File: src/rtl/result_uart_tx.sv
// UART transmitter for the ALU result byte: frames start, LSB-first data,
// optional parity and stop bits at a fixed baud, with registered outputs.
module result_uart_tx #(
    parameter int BUS_LEN      = 8,
    parameter int CLKS_PER_BIT = 10417,
    parameter int PARITY       = 0,
    parameter int STOP_BITS    = 1
) (
    input  logic               i_clk,
    input  logic               reset,
    input  logic [BUS_LEN-1:0] i_data,
    input  logic               i_tx_start,
    output logic               o_tx,
    output logic               o_tx_busy,
    output logic               o_tx_done
);
    localparam int BAUD_W = (CLKS_PER_BIT > 1) ? $clog2(CLKS_PER_BIT) : 1;
    localparam int BIT_W  = $clog2(BUS_LEN + STOP_BITS + 1);
    localparam logic [BAUD_W-1:0] BAUD_LAST = BAUD_W'(CLKS_PER_BIT - 1);
    localparam logic [BIT_W-1:0]  DATA_LAST = BIT_W'(BUS_LEN - 1);
    localparam logic [BIT_W-1:0]  STOP_LAST = BIT_W'(STOP_BITS - 1);

    typedef enum logic [2:0] {
        S_IDLE,
        S_START,
        S_DATA,
        S_PARITY,
        S_STOP
    } state_t;

    state_t             state_q, state_d;
    logic [BAUD_W-1:0]  baud_cnt_q, baud_cnt_d;
    logic [BIT_W-1:0]   bit_cnt_q, bit_cnt_d;
    logic [BUS_LEN-1:0] shift_q, shift_d;
    logic               parity_q, parity_d;
    logic               tx_q, tx_d;
    logic               busy_q, busy_d;
    logic               done_q, done_d;
    logic               baud_wrap;

    // The baud counter is reset on acceptance and only ever wraps, so every
    // bit boundary is an exact multiple of CLKS_PER_BIT from the start edge.
    assign baud_wrap = (baud_cnt_q == BAUD_LAST);

    // Start is a level request honoured only in IDLE; requests while busy are
    // dropped, and done rises on the same edge busy falls.
    always_comb begin
        state_d    = state_q;
        baud_cnt_d = baud_wrap ? '0 : baud_cnt_q + 1'b1;
        bit_cnt_d  = bit_cnt_q;
        shift_d    = shift_q;
        parity_d   = parity_q;
        tx_d       = tx_q;
        busy_d     = busy_q;
        done_d     = 1'b0;

        case (state_q)
            S_IDLE: begin
                baud_cnt_d = '0;
                bit_cnt_d  = '0;
                tx_d       = 1'b1;
                busy_d     = 1'b0;
                if (i_tx_start) begin
                    shift_d  = i_data;
                    parity_d = (PARITY == 2) ? ~^i_data : ^i_data;
                    state_d  = S_START;
                    tx_d     = 1'b0;
                    busy_d   = 1'b1;
                end
            end
            S_START: begin
                if (baud_wrap) begin
                    state_d = S_DATA;
                    tx_d    = shift_q[0];
                end
            end
            S_DATA: begin
                if (baud_wrap) begin
                    if (bit_cnt_q == DATA_LAST) begin
                        bit_cnt_d = '0;
                        if (PARITY != 0) begin
                            state_d = S_PARITY;
                            tx_d    = parity_q;
                        end else begin
                            state_d = S_STOP;
                            tx_d    = 1'b1;
                        end
                    end else begin
                        bit_cnt_d = bit_cnt_q + 1'b1;
                        shift_d   = shift_q >> 1;
                        tx_d      = shift_d[0];
                    end
                end
            end
            S_PARITY: begin
                if (baud_wrap) begin
                    state_d = S_STOP;
                    tx_d    = 1'b1;
                end
            end
            S_STOP: begin
                tx_d = 1'b1;
                if (baud_wrap) begin
                    if (bit_cnt_q == STOP_LAST) begin
                        state_d   = S_IDLE;
                        bit_cnt_d = '0;
                        busy_d    = 1'b0;
                        done_d    = 1'b1;
                    end else begin
                        bit_cnt_d = bit_cnt_q + 1'b1;
                    end
                end
            end
            default: begin
                state_d = S_IDLE;
                tx_d    = 1'b1;
                busy_d  = 1'b0;
            end
        endcase
    end

    always_ff @(posedge i_clk or posedge reset) begin
        if (reset) begin
            state_q    <= S_IDLE;
            baud_cnt_q <= '0;
            bit_cnt_q  <= '0;
            shift_q    <= '0;
            parity_q   <= 1'b0;
            tx_q       <= 1'b1;
            busy_q     <= 1'b0;
            done_q     <= 1'b0;
        end else begin
            state_q    <= state_d;
            baud_cnt_q <= baud_cnt_d;
            bit_cnt_q  <= bit_cnt_d;
            shift_q    <= shift_d;
            parity_q   <= parity_d;
            tx_q       <= tx_d;
            busy_q     <= busy_d;
            done_q     <= done_d;
        end
    end

    assign o_tx      = tx_q;
    assign o_tx_busy = busy_q;
    assign o_tx_done = done_q;

endmodule
File: config.mk
export PLATFORM = sky130hd
export DESIGN_NAME = result_uart_tx
export DESIGN_NICKNAME = d
export VERILOG_FILES = /design/src/rtl/result_uart_tx.sv
export SDC_FILE = /design/constraint.sdc
export NUM_CORES = 1
export LEC_CHECK = 0
export ABC_AREA = 1
export CORE_ASPECT_RATIO = 1.2
export CORE_MARGIN = 5
export CORE_UTILIZATION = 36
export CTS_BUF_LIST = sky130_fd_sc_hd__clkbuf_4
export DETAILED_ROUTE_END_ITERATION = 8
export PLACE_DENSITY_LB_ADDON = 0.2
export SYNTH_ARGS = -nofsm -noshare
export SYNTH_HDL_FRONTEND = slang
export SYNTH_SLANG_ARGS = --single-unit
File: constraint.sdc
create_clock -name i_clk -period 2 [get_ports i_clk]
set_clock_uncertainty 0.1 [all_clocks]
set_input_delay 0.6 -clock i_clk [delete_from_list [all_inputs] [get_ports i_clk]]
set_output_delay 0.6 -clock i_clk [all_outputs]
set_load 0.005 [all_outputs]
Word-level counts from Yosys, hierarchy flattened
Index checks and enable logic that the tools add are counted.
W data, S select, Z words.

operators by class
  reductions and logical operators = 10
  bitwise logic cells = 1
  muxes and demuxes = 32
  $add $sub $neg = 2
  eq/ne operators = 14

operators with widths
  operator                 count
  $mux W14                 2
  $mux W8                  3
  $mux W3                  7
  $mux W4                  4
  $ne A2 B2 Y1 const B     8
  $pmux W8 S2              1
  $pmux W3 S5              1
  $add A14 B1 Y14 const B  1
  $eq A14 B14 Y1 const B   1
  $pmux W4 S3              1
  $mux W1                  11
  $reduce_and A3 Y1        3
  $reduce_and A7 Y1        1
  $eq A3 B2 Y1 const B     2
  $add A4 B1 Y4 const B    1
  $eq A4 B3 Y1 const B     1
  $logic_not A4 Y1         1
  $pmux W1 S4              1
  $reduce_and A4 Y1        1
  $eq A3 B1 Y1 const B     1
  $eq A3 B3 Y1 const B     1
  $logic_not A3 Y1         1
  $pmux W1 S3              1
  $reduce_bool A3 Y1       1
  other kinds (3)          3

storage, ports and cells
  input port bits = 11
  word-level logic and storage cells = 66
  flip-flop bits (word level) = 32
  output and inout port bits = 3

Longest topological paths before layout
Gate-level depths: netlist of the first run.

  depth in word-level cells = 4
  depth in mapped cells = 10
  gate-level depth less buffers = 10

Worst setup path after synthesis of the first run
OpenSTA, ideal clock, no wires.

  path kind = flip-flop to flip-flop
  start point = register bit_cnt_q[0]
  end point = register shift_q[1]
  path slack = 540 ps
  required time = 1777 ps
  path buffers = 1
  data arrival time = 1237 ps
  setup time = 123 ps
  period minus slack after synthesis = 1460 ps
  stages on the path, launching flop included = 11
  cell sequence = dfrtp_1 > ha_1 > nand2_1 > inv_1 > nand2_1 > nand2_1 > nand2_2 > nand2_4 > buf_6 > nand2_2 > o21ai_2

between the ends
  cells in the longest elaborated chain, start to end = 3

RTL lines
  what                         RTL line  RTL
  from (decl)                  33        logic [BIT_W-1:0] bit_cnt_q, bit_cnt_d;
  from (signal assigned)       135       bit_cnt_q <= bit_cnt_d;
  $eq A4 B3 Y1                 79        if (bit_cnt_q == DATA_LAST) begin
  $ne A2 B2 Y1 (no line)       -
  $reduce_and A4 Y1 (no line)  -
  to (signal assigned)         136       shift_q <= shift_d;
  to (decl)                    34        logic [BUS_LEN-1:0] shift_q, shift_d;

Every way passes these cells.
A chain may end at the register's enable or synchronous reset.

Final worst setup path of the first run
  start point = register busy_q (netlist: o_tx_busy)
  end point = output port o_tx_busy

RTL lines
  what                    RTL line  RTL
  from (decl)             37        logic busy_q, busy_d;
  from (signal assigned)  139       busy_q <= busy_d;
  to (decl)               14        output logic o_tx_busy,

No word-level cell between the ends.

==> results.txt, run 1 <==
power per cell area: 1130 mW/mm²
Worst R2R Setup Slack: 0.33 ns
syn nets: 243
Post-DRT Antenna Nets: 0
initial antenna violation count: 0
Worst path depth: 1
gpl congestion: 0.799
slowest CP cell: clkdlybuf4s50_1
Most used DFF post-synth: dfrtp_1
Area Overhead vs Synth: 14.4%
vias in the first global route: 1465
Tcrit/Tclk final: 94.3%
Final Setup Violations: 0
CTS Buf Count: 5
via count: 1446
CTS resizes: 1
hold path startpoint: o_tx_busy$_DFFE_PP0P_
Worst EP arrival: 1.19 ns
Final Critical Period: 1.89 ns
WHS Endpoint: o_tx_busy$_DFFE_PP0P_
Worst-Skew Late Latency: 0.35 ns
hold_ws: 0.377 ns
largest net degree at the start of global routing: 33
Tightest Pin Transition: 0.340 ns
WS Path Type: reg2out
Async SR Flop Fraction: 100%
PortBufs: 13
Layout Nets: 262
Worst Path Buf+Inv: 1
H-tree levels: 2
die height: 87.9 µm
FMAX: 530 MHz
Leakage: 0.963 nW
drt first pass iters: 4
via/cell ratio: 4.69
filler cell count: 513
CTS tree: yes
crit-path leading delay family: buffers and inverters
EDFF count, synth: 0
first-pass GRT wire length: 6.44 mm
sequential area share after synthesis: 44.1%
RSZ-0062 raised after global routing: no
Post-synth top cells: nand2_1 (54), dfrtp_1 (31), nor2_1 (30)
fin area: 0.00208 mm²
syn_area_per_cell: 7.98 µm²
DR WL/cell: 11.8 µm
post-synth top area share: 42.6%
iteration-0 DRC count of the detailed router: 34
# diodes: 0
post-CTS setup buffers: 0
Clock Sink Count: 32
Residual DRC: 0
critical path peak fanout: 2
cells on worst reg2reg path: 8
Final Hold Vio Count: 0
hpwl dp: 2.72 mm
Congestion Overflow GR: 0
Synth Register Bits: 32
die area: 0.00659 mm²
CTS Hold Bufs: 0
YS warnings: 0
row count: 28
synth unique cells: 33
DIE WIDTH: 74.9 µm
Core Region: 0.00490 mm²
synthesized area: 0.00182 mm²
clk buf depth: 2
outcome: finished clean
worst r2r src: state_q[2]$_DFFE_PP0P_
cells after synthesis: 228
area leader, netlist: dfrtp_1
Starting Density: 37.1%
Rel. slew slack: 77.1%
worst min path class: reg2reg
most numerous cell in the Yosys netlist: nand2_1
layout cell share with drive strength beyond 1: 19.0%
Setup crit start kind: flip-flop
Max-cap violations: 0
Total GRT Usage: 13.0%
Root Buffer: clkbuf_4
cell-by-cell trace of the critical path: clkdlybuf4s50_1
I/O pin count: 14
Post-Place Cell Area: 0.00203 mm²
fin. max-slew vios: 0
Total Power: 2.35 mW
Routed WL: 3.65 mm
WP data required: 1.30 ns
Worst IR Drop VDD: 571 µV
CP Capture Type: output port
largest stage delay on the critical path: 0.50 ns
Worst-path clk slew: 0.10 ns
top cells by area, synth: dfrtp_1 (43%), nand2_1 (11%), nor2_1 (6.2%), nand2_2 (4.5%), inv_1 (3.5%)
setup_tns: 0 ns
Reg-to-Reg End: shift_q[6]$_DFFE_PP0P_
worst hold stages: 2
-- cell usage in the layout (no fill, tap or decap), types with 2 or more instances in the layout --
cell type and count:
nor2_2 3, inv_2 7, nand4_1 2, nand2_4 2, o21ai_2 7, ha_1 4, dfrtp_1 31, clkdlybuf4s50_1 12
or2_1 7, nand2_2 13, o21ai_1 4, nor2_1 30, inv_1 17, clkbuf_4 7, a21oi_1 6, nand3_1 11
xor2_1 4, nand3_2 3, nand2_1 54, xnor2_1 2, o21ai_0 7
-- cell type report --
type	count	area (µm²)	share of cell area (%)
Multi-Input combinational cell	169	906	43.5
Tap cell	60	75.1	3.60
Sequential cell	32	802	38.5
Clock inverter	1	5.00	0.240
Timing Repair Buffer	14	149	7.15
Inverter	25	93.8	4.50
Clock buffer	7	52.6	2.52
-- worst max-delay path by stage --
| stage | slack, ns | from | end |
|---|---|---|---|
| 2_1_floorplan | 0.54 | bit_cnt_q[0]$_DFFE_PP0P_ | shift_q[1]$_DFFE_PP0P_ |
| 3_3_place_gp | 0.18 | i_tx_start | state_q[0]$_DFFE_PP0P_ |
| 5_1_grt | 0.05 | o_tx_busy$_DFFE_PP0P_ | o_tx_busy |
| 6_report | 0.11 | o_tx_busy$_DFFE_PP0P_ | o_tx_busy |
| 4_1_cts | 0.09 | o_tx_busy$_DFFE_PP0P_ | o_tx_busy |
| 3_5_place_dp | 0.17 | i_tx_start | state_q[0]$_DFFE_PP0P_ |
-- power by group --
group          internal (mW)  total, mW  switching, mW
clock network          0.164      0.393          0.229
registers              0.818      0.948          0.129
logic                  0.372       1.01          0.635
total                   1.35       2.35          0.994
-- per-stage QoR --
stage,setup WS (ns),std cells,utilization [%]
floorplan,0.540,228,-
global placement,0.182,300,41.3
detailed placement,0.167,300,41.3
CTS,0.0887,308,42.5
global route,0.0492,308,42.5
finish,0.115,308,42.5
-- cell families after synthesis --
kind of cell	share of synthesized area, %
compound gates	9.69
buf+inv	6.19
xor+xnor	2.89
simple gates	34.4
fa+ha+maj	2.75
flops	44.1
-- state kept, by name, indices dropped and copies added, names as in the netlist --
register / count
baud_cnt_q: 14
o_tx: 1
o_tx_done: 1
bit_cnt_q: 4
state_q: 3
o_tx_busy: 1
shift_q: 8
-- per-layer routing --
metal	global-route usage [%]	up-vias	part of all wire, %
met3	3.79	9	3.3
met1	15.2	661	44
met4	5.66	0	2.1
li1	-	760	-
met2	21.9	16	51
met5	0	-	0
Note: power is estimated with default switching activity, not from simulation.
==> run 2, diff against run 1 <==
CAP_MARGIN = 20   (was default)
==> results of run 2 <==
The final DEF is identical to that of run 1; final timing and power are the same.
